==> src/rtl/bm_pkg.sv <==
// bm_pkg: shared states, default sizes and first-fault priority encoder for the beam-monitor trip path
package bm_pkg;
   typedef enum logic {ARMED = 1'b0, TRIPPED = 1'b1} state_t;
   localparam int NCH_DEF = 8;
   localparam int TS_W_DEF = 32;
   localparam int CNT_W_DEF = 16;
   function automatic int lowest_idx(input logic [63:0] v);
      lowest_idx = 0;
      for (int i = 0; i < 64; i++) if (v[63-i]) lowest_idx = 63 - i;
   endfunction
endpackage

==> src/rtl/bm_rise_detect.sv <==
// bm_rise_detect: registered rising-edge detector, one bit per channel
module bm_rise_detect #(
   parameter int W = 8
) (
   input  logic         clk,
   input  logic         reset,
   input  logic [W-1:0] d,
   output logic [W-1:0] rise
);
   logic [W-1:0] d_q;
   always_ff @(posedge clk) d_q <= reset ? '0 : d;
   assign rise = d & ~d_q;
endmodule

==> src/rtl/bm_trip_latch.sv <==
// bm_trip_latch: latched trip with first-fault capture, timestamp, event count and clear refusal
module bm_trip_latch
   import bm_pkg::*;
#(
   parameter int NCH = NCH_DEF,
   parameter int TS_W = TS_W_DEF,
   parameter int CNT_W = CNT_W_DEF,
   localparam int IW = NCH > 1 ? $clog2(NCH) : 1
) (
   input  logic             clk,
   input  logic             reset,
   input  logic [NCH-1:0]   clean,
   input  logic [NCH-1:0]   polarity,
   input  logic [NCH-1:0]   mask,
   input  logic             clear,
   output logic             trip,
   output logic [NCH-1:0]   latched,
   output logic [NCH-1:0]   first_fault,
   output logic [IW-1:0]    first_idx,
   output logic [TS_W-1:0]  first_ts,
   output logic [CNT_W-1:0] trip_cnt,
   output logic             clear_nack
);
   state_t state_q, state_d;
   logic [NCH-1:0] fault, rise, latched_q, latched_d, ff_q, ff_d;
   logic [IW-1:0] idx_q, idx_d;
   logic [TS_W-1:0] ts_q, ts_d, fts_q, fts_d;
   logic [CNT_W-1:0] cnt_q, cnt_d;
   logic nack_q, nack_d;
   assign fault = ~(clean ^ polarity) & ~mask;
   bm_rise_detect #(.W(NCH)) u_rise (.clk(clk), .reset(reset), .d(fault), .rise(rise));
   always_comb begin
      state_d = state_q;
      latched_d = latched_q;
      ff_d = ff_q;
      idx_d = idx_q;
      fts_d = fts_q;
      nack_d = 1'b0;
      ts_d = ts_q + 1'b1;
      cnt_d = (|rise && !(&cnt_q)) ? cnt_q + 1'b1 : cnt_q;
      if (state_q == ARMED) begin
         if (|fault) begin
            state_d = TRIPPED;
            latched_d = fault;
            ff_d = fault;
            idx_d = IW'(lowest_idx(64'(fault)));
            fts_d = ts_q;
         end
      end else if (clear && !(|fault)) begin
         state_d = ARMED;
         latched_d = '0;
         ff_d = '0;
         idx_d = '0;
         fts_d = '0;
      end else begin
         // a fault present alongside clear keeps the trip and refuses the clear
         latched_d = latched_q | fault;
         nack_d = clear;
      end
   end
   always_ff @(posedge clk) begin
      if (reset) begin
         state_q <= ARMED;
         latched_q <= '0;
         ff_q <= '0;
         idx_q <= '0;
         fts_q <= '0;
         ts_q <= '0;
         cnt_q <= '0;
         nack_q <= 1'b0;
      end else begin
         state_q <= state_d;
         latched_q <= latched_d;
         ff_q <= ff_d;
         idx_q <= idx_d;
         fts_q <= fts_d;
         ts_q <= ts_d;
         cnt_q <= cnt_d;
         nack_q <= nack_d;
      end
   end
   assign trip = state_q == TRIPPED;
   assign latched = latched_q;
   assign first_fault = ff_q;
   assign first_idx = idx_q;
   assign first_ts = fts_q;
   assign trip_cnt = cnt_q;
   assign clear_nack = nack_q;
endmodule

==> config.mk <==
export PLATFORM = sky130hd
export DESIGN_NAME = bm_trip_latch
export DESIGN_NICKNAME = d
export VERILOG_FILES = /design/src/rtl/bm_pkg.sv /design/src/rtl/bm_rise_detect.sv /design/src/rtl/bm_trip_latch.sv
export SDC_FILE = /design/constraint.sdc
export NUM_CORES = 1
export LEC_CHECK = 0
export ABC_AREA = 1
export BUFFER_PORTS_ARGS = -buffer_cell sky130_fd_sc_hd__buf_2
export CAP_MARGIN = 20
export CORE_ASPECT_RATIO = 1.2
export CORE_MARGIN = 5
export CORE_UTILIZATION = 40
export CTS_CLUSTER_DIAMETER = 40
export DETAILED_ROUTE_END_ITERATION = 16
export PLACE_DENSITY = 0.65
export SLEW_MARGIN = 20
export SYNTH_ARGS = -nofsm -noshare
export SYNTH_HDL_FRONTEND = slang
export SYNTH_SLANG_ARGS = --single-unit
==> constraint.sdc <==
create_clock -name clk -period 1.41 [get_ports clk]
set_input_delay 0.2115 -clock clk [delete_from_list [all_inputs] [get_ports clk]]
set_output_delay 0.2115 -clock clk [all_outputs]
set_load 0.03 [all_outputs]
After elaboration in Yosys (flattened, before gate mapping):

Index checks and enable logic that the tools add are counted.

* add/sub/neg operators: 2
* equality and inequality tests: 1
* mux-type cells: 22
* bitwise operators: 8
* reductions and logical operators: 10

Operator list (count)
* 32-bit two-way mux: 3
* 8-bit two-way mux: 5
* 3-bit two-way mux: 11
* 32-bit by 1-bit adder with 32-bit output (second input constant): 1
* 8-bit NOT: 3
* 16-bit by 1-bit adder with 16-bit output (second input constant): 1
* 8-bit AND: 2
* 16-bit AND reduction: 1
* 8-bit OR reduction: 2
* 8-bit bitwise OR: 1
* 8-bit XOR: 1
* 1-bit two-way mux: 3
* 3-bit OR reduction: 1
* 1-bit logical AND: 2
* 1-bit logical NOT: 2
* 2-bit by 1-bit inequality test with 1-bit output (second input constant): 1
* 2-bit AND reduction: 1
* 2-bit nonzero test: 1
* 1-bit NOT: 1

* register bits after elaboration: 109
* output and inout port bits: 69

Longest topological paths before layout:

* depth after elaboration: 13
* mapped depth: 12
* mapped depth without buffers: 12

By module:

From an unflattened synthesis, not the netlist that was laid out.

* cells, all modules: 698
* area, all modules: 5331.4 um2

Modules (own cells, without submodules)
* bm_trip_latch: instances 1, cells an instance 665, area each 5049.8 um2, seq. area each 2021.9 um2
* bm_rise_detect: instances 1, cells an instance 33, area each 281.5 um2, seq. area each 160.2 um2

Worst setup path before layout:

OpenSTA, ideal clock, no wires.

* kind: register -> register
* start point: register cnt_q[6], in the netlist trip_cnt[6]
* end point: register cnt_q[4], in the netlist trip_cnt[4]
* setup time: 131 ps
* arrival time: 1516 ps
* setup slack: -236 ps
* stages on the path, launching flop included: 7
* clock period less this slack: 1646 ps
* cells stage by stage: dfxtp_1 -> inv_1 -> nor3_4 -> nand4_4 -> buf_2 -> nand3_1 -> a21oi_2

* cells in the longest elaborated chain, start to end: 3

Ends and longest elaborated chain
* start: declaration: line bm_trip_latch.sv:28 `logic [CNT_W-1:0] cnt_q, cnt_d;`
* start signal: assignment: line bm_trip_latch.sv:78 `cnt_q <= cnt_d;`
* 16-bit AND reduction: line bm_trip_latch.sv:40 `cnt_d = (|rise && !(&cnt_q)) ? cnt_q + 1'b1 : cnt_q;`
* 1-bit logical NOT: line bm_trip_latch.sv:40
* 1-bit logical AND: line bm_trip_latch.sv:40

Every way passes these cells.
A chain may end at the register's enable or synchronous reset.

Worst setup path after layout:

* start point: register ts_q[8]
* end point: register ts_q[21]

* cells in the longest elaborated chain, start to end: 1

Ends and longest elaborated chain
* start: declaration: line bm_trip_latch.sv:27 `logic [TS_W-1:0] ts_q, ts_d, fts_q, fts_d;`
* start signal: assignment: line bm_trip_latch.sv:77 `ts_q <= ts_d;`
* 32-bit by 1-bit adder with 32-bit output: line bm_trip_latch.sv:39 `ts_d = ts_q + 1'b1;`

Every way passes these cells.

==> impl_metrics.ini <==
[run_status]
status = finished with violations
violations = negative setup slack

[sta]
hold_viol = 0
max_freq_mhz = 684
whs_ns = 0.174
setup_viol_count_final = 11
finalMaxSlewViolations = 0
skew_ns = 0.00934
fin_crit_sh_pct = 104
rsz0062_at_grt = yes
slew_headroom_pct = 76.7
setup_slack_ns = -0.0527
worst_slew_pin_slew_ns = 0.350
final.min_clock_period_ns = 1.46
fin_setup_tns_ns = -0.234

[finish]
nNetsFinal = 950
area_growth_pct = 51.7
drive_gt1_share_pct = 46.2
final_cell_area_sq_mm = 0.00770
regArea_sq_mm = 0.00228
antenna_cells = 0
nFillCells = 1107
multi_input_comb_area_sq_mm = 0.00300

[grt]
gr-total-overflow = 0
grt_max_degree = 56
grt_pass1_wl_microns = 23100
grt_pass1_vias = 5006
track_usage_pct = 18.6
grt_antenna_before_repair = 0

[worst_setup_path]
rr_worst_depth = 7
cp.required_ns = 1.66
worstPathCellList = inv_2 -> nor2_1 -> nand3_4 -> nor2_4 -> nand3_2 -> o21ai_2 -> a21oi_1
crit_path_max_incr_delay_ns = 0.37
cp-end-kind = flip-flop
crit_type = flip-flop to flip-flop
crit_path_top_delay_cell = dfxtp_2
critical_path.max_fanout = 5
cp.arrival_ns = 1.71
crit_path_start_kind = flip-flop

[cts]
clk_pin_slew_ns = 0.07
cts_buffers = 9
root_buffer = clkbuf_16
clock_latency_ns = 0.36
cts_max_path_buffers = 2
htreeDepth = 3
tritoncts = yes
cts.sink_count = 109

[logic_synthesis]
yosysMostFrequentCell = nand2_1
ys_top_cells_by_area = dfxtp_1 (43%), nand2_1 (14%), a21oi_1 (5.9%), nor2_1 (5.0%), inv_1 (5.0%)
seq_area_frac_synth_pct = 43.0
synth_top_cell_by_area = dfxtp_1
syn_nets = 730
synth_cells = 701
synthFlopType = dfxtp_1
synth.distinct_cells = 44
synth.avg_cell_area_sq_um = 7.24
synth_edf_count = 0
netlist_area_sq_mm = 0.00508
synth.top_cell.area_share_pct = 43.0
synth-seq-cells = 109
ys_warn_count = 0
synth_top_cells_by_count = nand2_1 (192), dfxtp_1 (109), nor2_1 (68), inv_1 (67), a21oi_1 (60)
async_reset_ff_share_pct = 0

[die]
die-area_sq_mm = 0.0151
rows = 45
fp.coreArea_sq_mm = 0.0126
io_pins = 96
die_height_microns = 133
die_width_microns = 113
start_util_pct = 40.4

[power_and_ir_drop]
p_leak_nw = 3.55
peakVddDrop_v = 0.000532
power_density_mw_per_mm2 = 876

[placed_design]
dpl-instance-area_sq_mm = 0.00657
io_buffers = 95
dp_hpwl_microns = 9870
gp_congestion = 0.882

[worst_hold_path]
hold_depth = 3
min_path_type = input pin to flip-flop

[routing]
drt_iter0_markers = 240
antenna_left = 0
drc = 0
wl_per_cell_microns = 13.8
drt_wl_total_microns = 15000
via_per_inst = 4.83
dr.pass1.iters = 4
vias = 5262

[job]
maxCapViolCount = 0
-- worst max-delay path: cells and delay by family (launching register included) --
family	cells	cell delay [ns]
AND/OR/NAND/NOR	4	0.68
flip-flops	1	0.37
AO/OA/AOI/OAI	2	0.19
buffers and inverters	1	0.10
-- final timing paths --
| path | from | end | slack, ns |
|---|---|---|---|
| worst max-delay path | ts_q[8]$_SDFF_PP0_ | ts_q[21]$_SDFF_PP0_ | -0.05 |
| worst max register to register | ts_q[8]$_SDFF_PP0_ | ts_q[21]$_SDFF_PP0_ | -0.05 |
| worst min register to register | first_ts[5]$_SDFFE_PP0P_ | first_ts[5]$_SDFFE_PP0P_ | 0.46 |
| worst min-delay path | mask[2] | u_rise.d_q[2]$_SDFF_PP0_ | 0.17 |
-- cells in the final DEF, fill, tap and decap left out, types with 15 or more instances in the layout --
cell,instances
dfxtp_4,20
nand3_2,22
nand4_1,16
inv_1,59
nand2_2,26
a21oi_1,55
buf_4,116
buf_2,95
a21oi_2,16
nor2_1,54
dfxtp_1,74
dfxtp_2,15
nand3_1,18
buf_6,16
nand2_1,172
-- stage by stage --
stage,setup slack (ns),util (%),std cells,power (mW)
2_1_floorplan,-0.00105,-,701,3.76
3_3_place_gp,-0.190,52.3,1047,4.04
3_5_place_dp,-0.246,52.3,1047,4.05
4_1_cts,-0.00806,56.8,1074,6.77
5_1_grt,-0.153,61.4,1090,7.05
6_report,-0.0527,61.4,1090,6.75
-- power breakdown --
part	internal (mW)	switching, mW
clock network	1.51	1.22
logic	0.310	0.520
registers	3.13	0.0632
total	4.94	1.80
-- registers in the layout, indices dropped and copies added, names as in the netlist --
register	count
first_ts	32
first_fault	8
clear_nack	1
u_rise.d_q	8
latched	8
first_idx	3
trip_cnt	16
ts_q	32
trip	1
-- cell families (layout without fill, tap and decap cells) --
group	after synthesis	count (layout)	synth area share, %
buffers and inverters	97	321	8.28
xor gates and xnor gates	18	18	3.10
and+or+nand+nor	379	380	34.6
adders and majority gates	2	2	0.493
DFF	109	109	43.0
AOI/OAI and AO/OA	96	96	10.6
-- layout make-up --
class / instances / share of cell area [%]
clock buffers: 11 / 3.30
well taps: 164 / 2.66
repair buffers: 231 / 20.9
multi-input cells: 496 / 39.0
clock inverters: 5 / 0.844
inverters: 74 / 3.83
flip-flops and latches: 109 / 29.5
-- repair_timing --
| item | CTS | global route |
|---|---|---|
| setup endpoints to repair | 22 | 67 |
| hold buffers | 0 | 0 |
| buffers inserted | 11 | 15 |
| pin swaps | 16 | 52 |
| gates cloned | 0 | 1 |
| resized for setup | 48 | 122 |
-- layer usage --
metal	GRT usage, %	vias up	share of wire (%)
met5	0	-	0
met4	6.68	0	2.4
met3	4.41	29	4.8
met2	31.5	117	51
met1	22.9	2423	42
li1	-	2693	-
(Power assumes the default switching activity.)
